<file path="src/rtl/mem_port_arbiter.sv">
// mem_port_arbiter: shares one RAM port between instruction fetch (F) and the
// load/store path (L). One access is granted per cycle; in-flight reads are
// tracked through a RD_LATENCY-deep {valid, owner} pipeline so the returning
// ram_rdata is routed to the requester that issued it.
//
// Ports:
//   clk, reset_n                      clock, async active-low reset
//   f_req/f_addr -> f_gnt             fetch read request / accept
//   f_rvalid/f_rdata                  fetch read return
//   f_flush                           drop all in-flight fetch reads
//   l_req/l_we/l_addr/l_wdata -> l_gnt load/store request / accept
//   l_rvalid/l_rdata                  load read return
//   ram_en/ram_we/ram_addr/ram_wdata  RAM request side
//   ram_rdata                         RAM read data, RD_LATENCY after strobe
//   busy                              any read in flight
module mem_port_arbiter #(
  parameter int unsigned RD_LATENCY   = 1,
  parameter int unsigned MAX_L_STREAK = 4
) (
  input  logic        clk,
  input  logic        reset_n,
  input  logic        f_req,
  input  logic [31:0] f_addr,
  output logic        f_gnt,
  output logic        f_rvalid,
  output logic [31:0] f_rdata,
  input  logic        f_flush,
  input  logic        l_req,
  input  logic        l_we,
  input  logic [31:0] l_addr,
  input  logic [31:0] l_wdata,
  output logic        l_gnt,
  output logic        l_rvalid,
  output logic [31:0] l_rdata,
  output logic        ram_en,
  output logic        ram_we,
  output logic [31:0] ram_addr,
  output logic [31:0] ram_wdata,
  input  logic [31:0] ram_rdata,
  output logic        busy
);

  localparam int unsigned STREAK_W = 4;
  localparam int unsigned DEPTH    = RD_LATENCY;
  localparam logic [STREAK_W-1:0] STREAK_MAX = STREAK_W'(MAX_L_STREAK);

  logic [STREAK_W-1:0] streak_q, streak_d;
  logic [DEPTH-1:0]    pipe_v_q, pipe_v_d;   // entry holds a live read
  logic [DEPTH-1:0]    pipe_f_q, pipe_f_d;   // entry owner: 1 = F, 0 = L
  logic                f_win;
  logic                out_v;
  logic                out_f;

  // Arbitration and RAM request mux; grants are forced low during reset.
  always_comb begin
    f_gnt     = 1'b0;
    l_gnt     = 1'b0;
    ram_en    = 1'b0;
    ram_we    = 1'b0;
    ram_addr  = '0;
    ram_wdata = '0;
    f_win     = f_req && (!l_req || (streak_q == STREAK_MAX));
    if (reset_n) begin
      f_gnt = f_win;
      l_gnt = l_req && !f_win;
    end
    ram_en = f_gnt | l_gnt;
    if (f_gnt) begin
      ram_addr = f_addr;
    end else if (l_gnt) begin
      ram_we    = l_we;
      ram_addr  = l_addr;
      ram_wdata = l_wdata;
    end
  end

  // Consecutive-L counter: only counts L wins while F is actually waiting.
  always_comb begin
    streak_d = '0;
    if (l_gnt && f_req) begin
      streak_d = (streak_q == STREAK_MAX) ? streak_q : streak_q + STREAK_W'(1);
    end
  end

  // In-flight pipeline; a flush kills F entries as they move, while the new
  // stage-0 entry (the post-redirect fetch) is always kept.
  always_comb begin
    pipe_v_d    = '0;
    pipe_f_d    = '0;
    pipe_v_d[0] = f_gnt || (l_gnt && !l_we);
    pipe_f_d[0] = f_gnt;
    for (int i = 1; i < int'(DEPTH); i++) begin
      pipe_v_d[i] = pipe_v_q[i-1] && !(f_flush && pipe_f_q[i-1]);
      pipe_f_d[i] = pipe_f_q[i-1];
    end
  end

  // Return routing from the output stage; non-owner data is held at zero.
  always_comb begin
    out_v    = pipe_v_q[DEPTH-1];
    out_f    = pipe_f_q[DEPTH-1];
    f_rvalid = out_v && out_f && !f_flush;
    l_rvalid = out_v && !out_f;
    f_rdata  = f_rvalid ? ram_rdata : '0;
    l_rdata  = l_rvalid ? ram_rdata : '0;
    busy     = |pipe_v_q;
  end

  always_ff @(posedge clk or negedge reset_n) begin
    if (!reset_n) begin
      streak_q <= '0;
      pipe_v_q <= '0;
      pipe_f_q <= '0;
    end else begin
      streak_q <= streak_d;
      pipe_v_q <= pipe_v_d;
      pipe_f_q <= pipe_f_d;
    end
  end

endmodule

</file>
<file path="config.mk">
export PLATFORM = sky130hd
export DESIGN_NAME = mem_port_arbiter
export DESIGN_NICKNAME = d
export VERILOG_FILES = /design/src/rtl/mem_port_arbiter.sv
export SDC_FILE = /design/constraint.sdc
export NUM_CORES = 1
export LEC_CHECK = 0
export CELL_PAD_IN_SITES_DETAIL_PLACEMENT = 0
export CELL_PAD_IN_SITES_GLOBAL_PLACEMENT = 1
export CORE_MARGIN = 2
export CORE_UTILIZATION = 11
export DETAILED_ROUTE_END_ITERATION = 8
export GPL_TIMING_DRIVEN = 0
export PLACE_DENSITY = 0.82
export SETUP_SLACK_MARGIN = 0.2
export SLEW_MARGIN = 30
export SYNTH_ARGS = -nofsm -noshare
export SYNTH_HDL_FRONTEND = slang
export SYNTH_SLANG_ARGS = --single-unit
</file>
<file path="constraint.sdc">
create_clock -name clk -period 2.3 [get_ports clk]
set_input_delay 0.46 -clock clk [delete_from_list [all_inputs] [get_ports clk]]
set_output_delay 0.46 -clock clk [all_outputs]
set_load 0.005 [all_outputs]
</file>
==> summary.md, run 1 <==
| Metric | Value |
|---|---|
| Die W | roughly 110 um |
| Status | finished, final reports clean |
| Worst reg2reg setup slack | 510 ps |
| Skew-Pair Late Insertion Delay | ~230 ps |
| Setup TNS | 0 ps |
| Pins Over Slew Limit | 0 |
| Setup-failing EPs final | 0 |
| Top Usage Layer GRT | met2 |
| Cts bufs inserted | 3 |
| Clock power share | 0.263 |
| Worst setup endpoint | ram_addr[17] |
| Async SR Flop Fraction | 1.00 |
| Relative slew margins | 0.828 |
| Top post-synthesis cells by count | 97 x and2_1, 32 x a22o_1, 10 x buf_6, 6 x clkbuf_1, 6 x dfrtp_1 |
| Via Count | 2555 |
| Vias in the first global route | 2671 |
| CTS tree | done |
| Pwr Density | between 200 and 250 nW/um^2 |
| Initial antenna violation count | 0 |
| Final worst-path cycle share | 0.998 |
| Final wirelength | 9.70 mm |
| Grt met1 use | 0.121 |
| Synth warn | 0 |
| RSZ-0062 raised after global routing | yes |
| Startpoint types | flop |
| First-pass detailed-route iteration total | 4 |
| Measured slew at the worst slew-check pin | approximately 260 ps |
| DR iter-0 viols | 44 |
| Worst Hold Slack | roughly 66 ps |
| CP Class | flop to output pin |
| ANT nets after route | 0 |
| DP HPWL | around 7.4 mm |
| F_max | roughly 440 MHz |
| Max cap viols | 0 |
| Max Buffers Root-to-Sink | 2 |
| Pint | just over 800 uW |
| Non-filler cells in the finished layout | 642 |
| Switching pwr | 264 uW |
| Top cells by area, synth | and2_1 45%, a22o_1 21%, dfrtp_1 11% |
| Global route overflow | 0 |
| Synth area leader | and2_1 |
| Area growth, synth to finish | 271% |
| CP Data Required Time | about 1800 ps |
| CP startpoint | streak_q[0] |
| RR Endpoint | streak_q[1] |
| Mapped Avg Cell Area | 7.80 um^2 |
| Synthesized area | roughly 1400 um^2 |
| Sequential share of power | 0.104 |
| DR WL/cell | between 15 and 20 um |
| DIE HEIGHT | between 100 and 150 um |
| Netlist cell types | 21 |
| Worst-path fanout max | 5 |
| FP Rows | 40 |
| R2r worst-path depth | 10 |
| Antenna cell count | 0 |
| Starting Density | 0.112 |
| Post-synthesis sequential area ratio | 0.111 |
| Port Buffers | between 200 and 300 |
| Post-route minimum period | between 2000 and 2500 ps |
| Core ar. | between 10000 and 15000 um^2 |
| Leak | between 2 and 3 nW |
| Hold Vio Cnt, Final | 0 |
| Die Area | around 13000 um^2 |
| Part of the power in combinational logic | 0.633 |
| GR Util met2 | 0.291 |
| CP Capture Type | output pin |
| Worst r2r src | streak_q[0] |
| Fin nets | 633 |
| CTS Hold Buffers Added | 0 |
| Placed cell count | slightly below 600 |
| Main flop type after synthesis | dfrtp_1 |
| Sw frac | 0.245 |
| Worst VDD drop | 0.147 mV |
| Layout cell share with drive strength beyond 1 | 0.390 |
| Clock sink count | 6 |
| First-pass GRT wire length | roughly 14 mm |
| Most common cell in the netlist | and2_1 |
| Post-synth top area share | 0.449 |
| Drt drc | 0 |
| Fillers | between 1000 and 1500 |
| Syn_nets | 309 |
| Post-Synthesis Cells | approximately 170 |
| Clk root buf | clkbuf_16 |
| Largest net degree at the start of global routing | 11 |
| H-tree Lvls | 1 |
| Hold Path Class | input port to async pin |
| GR Util met3 | 0.0242 |
| #FFs+latches synth | 6 |
| GP Congestion | between 0.7 and 0.8 |
| Ports | approximately 270 |
| Post-synth EDFFs | 0 |
| Clk_skew | 4.35 ps |
| Critical Path AT | roughly 1800 ps |
| Gr usage total | 0.133 |
| Clock slew at reported path FFs | 40 ps |
| Vias per cell | ~4 |
layout make-up:
cell class              instances  area (um^2)  area share
repair buffers                318         3130       0.626
multi-input cells             149         1230       0.246
plain buffers                  16          221      0.0442
well taps                     147          184      0.0367
flip-flops and latches          6          150      0.0300
clock buffers                   3         75.1      0.0150
inverters                       3         11.3     0.00225
critical path, cell delays in order (launching register included):
cell and delay [ps]:
dfrtp_1 370, inv_2 80, ha_4 160, nand3b_4 80
a21oi_4 250, buf_12 140, buf_8 90, buf_6 110
a22o_1 180, buf_2 140
power by group through the flow:
stage / logic [mW] / registers (mW) / clock network [mW]
floorplan: 0.135 / 0.112 / 0
finish: 0.681 / 0.112 / 0.283
global placement: 0.570 / 0.113 / 0
detailed placement: 0.575 / 0.113 / 0
CTS: 0.666 / 0.112 / 0.285
global route: 0.723 / 0.112 / 0.290
repair_timing:
| item | in CTS | in global routing |
|---|---|---|
| pin swaps | 54 | 14 |
| resized for setup | 478 | 28 |
| endpoints found under the setup margin | 134 | 73 |
| setup buffers | 33 | 6 |
| gates cloned | 12 | 0 |
per-stage QoR:
| stage | instance area, um^2 | utilization | setup WS, ps | power (mW) |
|---|---|---|---|---|
| after global placement | 4220 | 0.351 | -885 | 0.682 |
| after CTS | 4880 | 0.406 | -6.18 | 1.06 |
| after floorplan | 1350 | - | 517 | 0.247 |
| after global routing | 5010 | 0.417 | -81.0 | 1.12 |
| final | 5010 | 0.417 | 3.58 | 1.08 |
| after detailed placement | 4220 | 0.351 | -903 | 0.688 |
state kept, by name (all words and copies together) (netlist names):
signal,cells
streak_q,4
busy,1
out_f,1
worst min-delay path by stage:
stage / slack (ps) / endpoint / from
2_1_floorplan: 160 / busy / reset_n
3_3_place_gp: 620 / streak_q[0] / streak_q[0]
3_5_place_dp: 630 / streak_q[0] / streak_q[0]
4_1_cts: 70 / streak_q[3] / reset_n
5_1_grt: 80 / streak_q[3] / reset_n
6_report: 70 / streak_q[3] / reset_n
layer usage:
layer / vias up / share of wire
met5: - / 0
met4: 0 / 0.023
met3: 12 / 0.088
met2: 167 / 0.57
met1: 1149 / 0.32
li1: 1227 / -
cell families after synthesis:
logic type               Yosys count  synth area share
XOR/XNOR                           2            0.0130
AND/OR/NAND/NOR                  109             0.503
AO/OA/AOI/OAI                     35             0.246
buffers and inverters             19             0.108
flip-flops                         6             0.111
adder cells (fa/ha/maj)            2            0.0185
cell usage in the layout (no fill, tap or decap), types with 2 or more instances in the layout:
master	n
clkbuf_8	9
buf_16	5
nor2_4	2
dfrtp_1	6
nand2_2	2
a22o_4	4
a22o_1	28
dlygate4sd2_1	62
clkdlybuf4s15_1	3
clkbuf_16	3
and3_1	3
clkdlybuf4s50_1	130
dlymetal6s2s_1	2
buf_2	30
buf_12	3
and2_4	36
buf_8	9
buf_4	15
clkdlybuf4s15_2	2
and2_1	61
buf_6	63
inv_2	2
No activity file was read; power rests on OpenSTA's default activity.
==> inputs of run 2 (changes only) <==
--- a/config.mk
+++ b/config.mk
@@ -17,3 +17,4 @@
 export SYNTH_ARGS = -nofsm -noshare
 export SYNTH_HDL_FRONTEND = slang
 export SYNTH_SLANG_ARGS = --single-unit
+export TNS_END_PERCENT = 1
==> constraint.sdc (replaced) <==
create_clock -name clk -period 2.5 [get_ports clk]
set_input_delay 0.5 -clock clk [delete_from_list [all_inputs] [get_ports clk]]
set_output_delay 0.5 -clock clk [all_outputs]
set_load 0.005 [all_outputs]
==> summary.md, run 2 (synthesis results as in run 1) <==
| Metric | Value |
|---|---|
| Fin util | 0.367 (-0.0502) |
| Most frequent cell on the critical path | buf_6 |
| CTS Hold Buffers Added | 0 (unchanged) |
| Worst r2r src | streak_q[1] |
| Clock sink count | 6 (unchanged) |
| Clock power share | 0.298 (+0.035) |
| Vias in the first global route | 2348 (-12%) |
| CP startpoint | streak_q[1] |
| Relative slew margins | 0.830 (+0.00271) |
| Cts bufs inserted | 3 (unchanged) |
| First-pass GRT wire length | 12.1 mm (-12%) |
| Multi-input logic area | 1120 um^2 (-8.6%) |
| Sequential share of power | 0.116 (+0.012) |
| Port Buffers | 268 (unchanged) |
| Gr usage total | 0.118 (-0.0155) |
| Clock slew at reported path FFs | 40 ps (about the same) |
| Worst-path fanout max | 5 (unchanged) |
| Fin nets | 592 (-6.5%) |
| Worst VDD drop | 0.134 mV (-8.8%) |
| Pwr Density | 200 nW/um^2 (-6.8%) |
| Largest Register | streak_q |
| Buf+Inv Stages, Crit Path | 5 (unchanged) |
| Skew-Pair Late Insertion Delay | 230 ps (about the same) |
| CP max-delay cell | dfrtp_1 |
| Place WS | -783 ps (+120 ps) |
| Drt drc | 0 (unchanged) |
| Area growth, synth to finish | 226% |
| Final wirelength | 8.58 mm (-12%) |
| Part of the power in combinational logic | 0.586 (-0.047) |
| Antenna cell count | 0 (unchanged) |
| H-tree Lvls | 1 (unchanged) |
| Via Count | 2337 (-8.5%) |
| Sw frac | 0.240 (-0.00476) |
| CTS tree | done |
| DP HPWL | 7.39 mm (unchanged) |
| DR WL/cell | 14.3 um (-5.5%) |
| Pint | 670 uW (-18%) |
| CP Cell Sequence | inv_2 > ha_4 > nand3b_4 > a21oi_4 > buf_12 > buf_6 > buf_6 > a22o_1 > buf_2 |
| DR iter-0 viols | 26 (-41%) |
| Critical Path AT | 1840 ps (about the same) |
| Global route overflow | 0 (unchanged) |
| CP Capture Type | output pin |
| Largest net degree at the start of global routing | 11 (unchanged) |
| F_max | roughly 430 MHz |
| Die W | 115 um (unchanged) |
| Final instance area | 4400 um^2 (-12%) |
| Largest register FFs | 4 (unchanged) |
| Hold Vio Cnt, Final | 0 (unchanged) |
| FP Rows | 40 (unchanged) |
| First-pass detailed-route iteration total | 3 (-1) |
| CP Class | flop to output pin |
| Max Buffers Root-to-Sink | 2 (unchanged) |
| Initial antenna violation count | 0 (unchanged) |
| ANT nets after route | 0 (unchanged) |
| Final worst-path cycle share | 0.935 |
| Pins Over Slew Limit | 0 (unchanged) |
| Setup-failing EPs final | 0 (unchanged) |
| Switching pwr | 212 uW (-20%) |
| Cell family with most CP delay | buffers and inverters |
| Clk_skew | 5.20 ps (+0.855 ps) |
| DP Area | 4220 um^2 (unchanged) |
| Measured slew at the worst slew-check pin | 255 ps (-4.07 ps) |
| Leak | 2.03 nW (-21%) |
| Final WS setup | 164 ps (+160 ps) |
| Starting Density | 0.112 (unchanged) |
| FF+latch area | 150 um^2 (unchanged) |
| Clk root buf | clkbuf_16 |
| Delay of the slowest critical-path stage | 380 ps (about the same) |
| Status | finished, final reports clean |
| DIE HEIGHT | 115 um (unchanged) |
| Layout cell share with drive strength beyond 1 | 0.132 (-0.258) |
| Post-route minimum period | approximately 2300 ps |
| Most common cell after layout, fill and taps aside | clkdlybuf4s50_1 |
| Most frequent cells in the layout | 190 x clkdlybuf4s50_1, 97 x and2_1, 56 x dlygate4sd2_1 |
| CP Data Required Time | 2000 ps (+160 ps) |
| Ports | 269 (unchanged) |
| Startpoint types | flop |
| Max cap viols | 0 (unchanged) |
| GP Congestion | 0.793 (unchanged) |
| Vias per cell | 3.89 (-2.3%) |
| RSZ-0062 raised after global routing | yes |
| Hold Path Class | input port to async pin |
| Die Area | 13200 um^2 (unchanged) |
| Core ar. | 12000 um^2 (unchanged) |
| Fillers | 1273 (+5.7%) |
run 2: changes by cell type in the layout (fill, tap and decap cells not counted), moves of 7 or more:
cell / before / now
buf_2: 30 / 11
and2_1: 61 / 97
and2_4: 36 / 0
buf_6: 63 / 12
buf_4: 15 / 4
clkbuf_8: 9 / 2
clkdlybuf4s50_1: 130 / 190
run 2: layout make-up:
cell class                 count  share of cell area
inverter                       3             0.00256
tap                          147              0.0418
multi-input combinational    148               0.255
sequential                     6              0.0341
clock buffer                   3              0.0170
timing repair buffer         278               0.610
buffer                        16              0.0389
run 2: path summary, 6_finish.rpt:
check | to | slack [ps] | cells after the start
max in group asynchronous | out_f | 2290 | 1
hold / removal | streak_q[3] | 80 | 1
hold reg to reg | streak_q[0] | 610 | 2
min in group clk | streak_q[0] | 610 | 2
setup reg to reg | busy | 1040 | 7
setup / recovery | ram_addr[17] | 160 | 9
run 2: metrics by stage:
| stage | power, mW | setup TNS, ps | cells | hold WS (ps) |
|---|---|---|---|---|
| 6_report | 0.882 | 0 | 601 | 78.1 |
| 5_1_grt | 0.923 | 0 | 601 | 86.0 |
| 4_1_cts | 0.889 | 0 | 601 | 80.7 |
| 3_5_place_dp | 0.633 | -50490 | 588 | 634 |
| 3_3_place_gp | 0.628 | -49250 | 588 | 618 |
| 2_1_floorplan | 0.227 | 0 | 173 | 204 |
run 2: power groups by stage:
stage | clock [mW] | sequential [mW] | combinational (mW)
6_report | 0.263 | 0.103 | 0.516
5_1_grt | 0.266 | 0.103 | 0.553
4_1_cts | 0.262 | 0.103 | 0.524
3_5_place_dp | 0 | 0.104 | 0.529
3_3_place_gp | 0 | 0.104 | 0.524
2_1_floorplan | 0 | 0.103 | 0.124
run 2: repair_timing:
| action | 4_1_cts | 5_1_grt |
|---|---|---|
| endpoints found under the setup margin | 131 | 91 |
| gates resized for setup | 163 | 2 |
| cloned | 1 | 0 |
| buffers inserted | 9 | 0 |
| pin swaps | 12 | 0 |
run 2: routing by layer:
| metal | track usage | wire length, um |
|---|---|---|
| met1 | 0.107 | 2770 |
| met2 | 0.257 | 4850 |
| met3 | 0.0258 | 845 |
| met4 | 0.0273 | 116 |
| met5 | 0 | 0 |
==> inputs of run 3 (changes only) <==
--- a/config.mk
+++ b/config.mk
@@ -7,12 +7,13 @@
 export LEC_CHECK = 0
 export CELL_PAD_IN_SITES_DETAIL_PLACEMENT = 0
 export CELL_PAD_IN_SITES_GLOBAL_PLACEMENT = 1
-export CORE_MARGIN = 2
 export CORE_UTILIZATION = 11
+export CTS_CLUSTER_DIAMETER = 150
 export DETAILED_ROUTE_END_ITERATION = 8
 export GPL_TIMING_DRIVEN = 0
 export PLACE_DENSITY = 0.82
 export SETUP_SLACK_MARGIN = 0.2
+export SKIP_LAST_GASP = 1
 export SLEW_MARGIN = 30
 export SYNTH_ARGS = -nofsm -noshare
 export SYNTH_HDL_FRONTEND = slang
==> summary.md, run 3 (synthesis results as in run 1) <==
| Metric | Value |
|---|---|
| DIE HEIGHT | 113 um (-1.7%) |
| Pint | 690 uW (+2.9%) |
| GP Congestion | 0.731 (-7.8%) |
| Vias per cell | 3.92 (+0.86%) |
| Most common cell after layout, fill and taps aside | clkdlybuf4s50_1 |
| Pwr Density | 200 nW/um^2 (+0.12%) |
| CP max-delay cell | clkdlybuf4s50_1 |
| DP HPWL | 6.79 mm (-8.1%) |
| Final worst-path cycle share | 1.03 (+0.0914) |
| Layout cell share with drive strength beyond 1 | 0.0857 (-0.0464) |
| First-pass detailed-route iteration total | 4 (+1) |
| Hold Path Class | input port to async pin |
| Worst-path fanout max | 10 (+5) |
| First-pass GRT wire length | 11.7 mm (-3.2%) |
| Sw frac | 0.222 (-0.0186) |
| Post-route minimum period | 2560 ps (+228 ps) |
| RSZ-0062 raised after global routing | yes |
| CP Class | flop to output pin |
| Largest net degree at the start of global routing | 11 (unchanged) |
| Vias in the first global route | 2421 (+3.1%) |
| Via Count | 2361 (+1.0%) |
| DR WL/cell | 13.0 um (-9.2%) |
| CTS tree | done |
| Buf+Inv Stages, Crit Path | 4 (-1) |
| Port Buffers | 268 (unchanged) |
| Clk root buf | clkbuf_16 |
| Initial antenna violation count | 0 (unchanged) |
| CTS Hold Buffers Added | 0 (unchanged) |
| Leak | 1.80 nW (-11%) |
| Relative slew margins | 0.775 (-0.0551) |
| F_max | 390 MHz (-8.9%) |
| Part of the power in combinational logic | 0.598 (+0.012) |
| Gr usage total | 0.115 (-0.00304) |
| Max Buffers Root-to-Sink | 2 (unchanged) |
| Most frequent cells in the layout | 251 x clkdlybuf4s50_1, 97 x and2_1, 32 x a22o_1 |
| Cell family with most CP delay | buffers and inverters |
| Area growth, synth to finish | 227% |
| H-tree Lvls | 1 (unchanged) |
| DR iter-0 viols | 38 (+46%) |
| Total Power | 886 uW (+0.49%) |
| Ports | 269 (unchanged) |
| Clock slew at reported path FFs | 30 ps (about the same) |
| Clock sink count | 6 (unchanged) |
| Skew-Pair Late Insertion Delay | 230 ps (about the same) |
| Cts bufs inserted | 3 (unchanged) |
| Largest register FFs | 4 (unchanged) |
| Delay of the slowest critical-path stage | 500 ps (+120 ps) |
| Setup TNS | -412 ps (-412 ps) |
| Measured slew at the worst slew-check pin | 336 ps (+81.9 ps) |
| Setup-failing EPs final | 20 (+20) |
| Antenna cell count | 0 (unchanged) |
| Die Area | 12700 um^2 (-3.5%) |
| Starting Density | 0.112 (unchanged) |
| Core ar. | 12000 um^2 (unchanged) |
| ANT nets after route | 0 (unchanged) |
| CP Cell Sequence | inv_2 > ha_4 > nand3b_2 > a21oi_4 > buf_6 > buf_6 > a22o_1 > clkdlybuf4s50_1 |
| CP Capture Type | output pin |
| Worst VDD drop | 0.130 mV (-2.7%) |
| Hold Vio Cnt, Final | 0 (unchanged) |
| Drt drc | 0 (unchanged) |
| Switching pwr | 196 uW (-7.3%) |
| Largest Register | streak_q |
| Most frequent cell on the critical path | buf_6 |
| Global route overflow | 0 (unchanged) |
| Pins Over Slew Limit | 0 (unchanged) |
| Sequential share of power | 0.115 (about the same) |
| Status | finished, violations left |
| Clock power share | 0.287 (-0.011) |
| CP Data Required Time | 2000 ps (about the same) |
| Clk_skew | 1.68 ps (-3.53 ps) |
| Max cap viols | 0 (unchanged) |
| Final WS setup | -64.7 ps (-228 ps) |
| FP Rows | 40 (unchanged) |
| Die W | 113 um (-1.7%) |
| Critical Path AT | 2060 ps (+220 ps) |
| Fin nets | 593 (+0.17%) |
| Final wirelength | 7.80 mm (-9.0%) |
| Startpoint types | flop |
| Failing checks | setup timing |
-- run 3: worst paths after layout --
check,start,end,slack [ps],depth (start not counted)
max reg2reg,streak_q[0],busy,1010,8
min reg2reg,streak_q[0],streak_q[0],620,2
max in group asynchronous,reset_n,streak_q[1],2230,1
max,streak_q[0],ram_addr[8],-60,8
min,reset_n,streak_q[2],110,1
min in group clk,streak_q[0],streak_q[0],620,2
-- run 3: power groups by stage --
stage	registers [mW]	clock network, mW	logic [mW]
finish	0.102	0.254	0.530
global route	0.103	0.264	0.567
CTS	0.102	0.257	0.538
detailed placement	0.104	0	0.526
global placement	0.103	0	0.519
floorplan	0.103	0	0.124
-- run 3: per-layer routing --
layer  wire length [um]  share of wire  up-vias  GRT usage
met5                  0              0        -          0
met4                  0              0        0     0.0107
met3                704          0.090        0     0.0246
met2               4460           0.57      156      0.253
met1               2640           0.34     1055      0.108
li1                   -              -     1150          -
-- run 3: stage by stage --
step / hold slack [ps] / setup WS (ps) / cells / util / area, um^2
final: 107 / -64.7 / 602 / 0.368 / 4420
after global routing: 118 / -155 / 602 / 0.368 / 4420
after CTS: 113 / -66.8 / 602 / 0.368 / 4430
after detailed placement: 627 / -750 / 588 / 0.351 / 4220
after global placement: 616 / -732 / 588 / 0.351 / 4220
after floorplan: 204 / 677 / 173 / - / 1350
-- run 3: worst register-to-register path: cells and delay by family (launching register included) --
kind,cells,cell delay [ps]
and+or+nand+nor,1,100
buffers and inverters,4,450
adders and majority gates,1,160
DFF,1,380
AOI/OAI and AO/OA,2,320
-- run 3: what timing repair did --
action | CTS | global route
buffers inserted | 10 | 0
endpoints found under the setup margin | 131 | 129
endpoints found under the hold margin | 0 | 0
gates cloned | 1 | 0
resized for setup | 38 | 1
pin swaps | 1 | 0
-- run 3: area by class of cell --
type,instances,area [um^2]
timing repair buffer,279,2780
clock buffer,3,75.1
buffer,16,145
sequential,6,150
tap,147,184
inverter,3,11.3
fill,1286,7590
multi-input combinational,148,1070
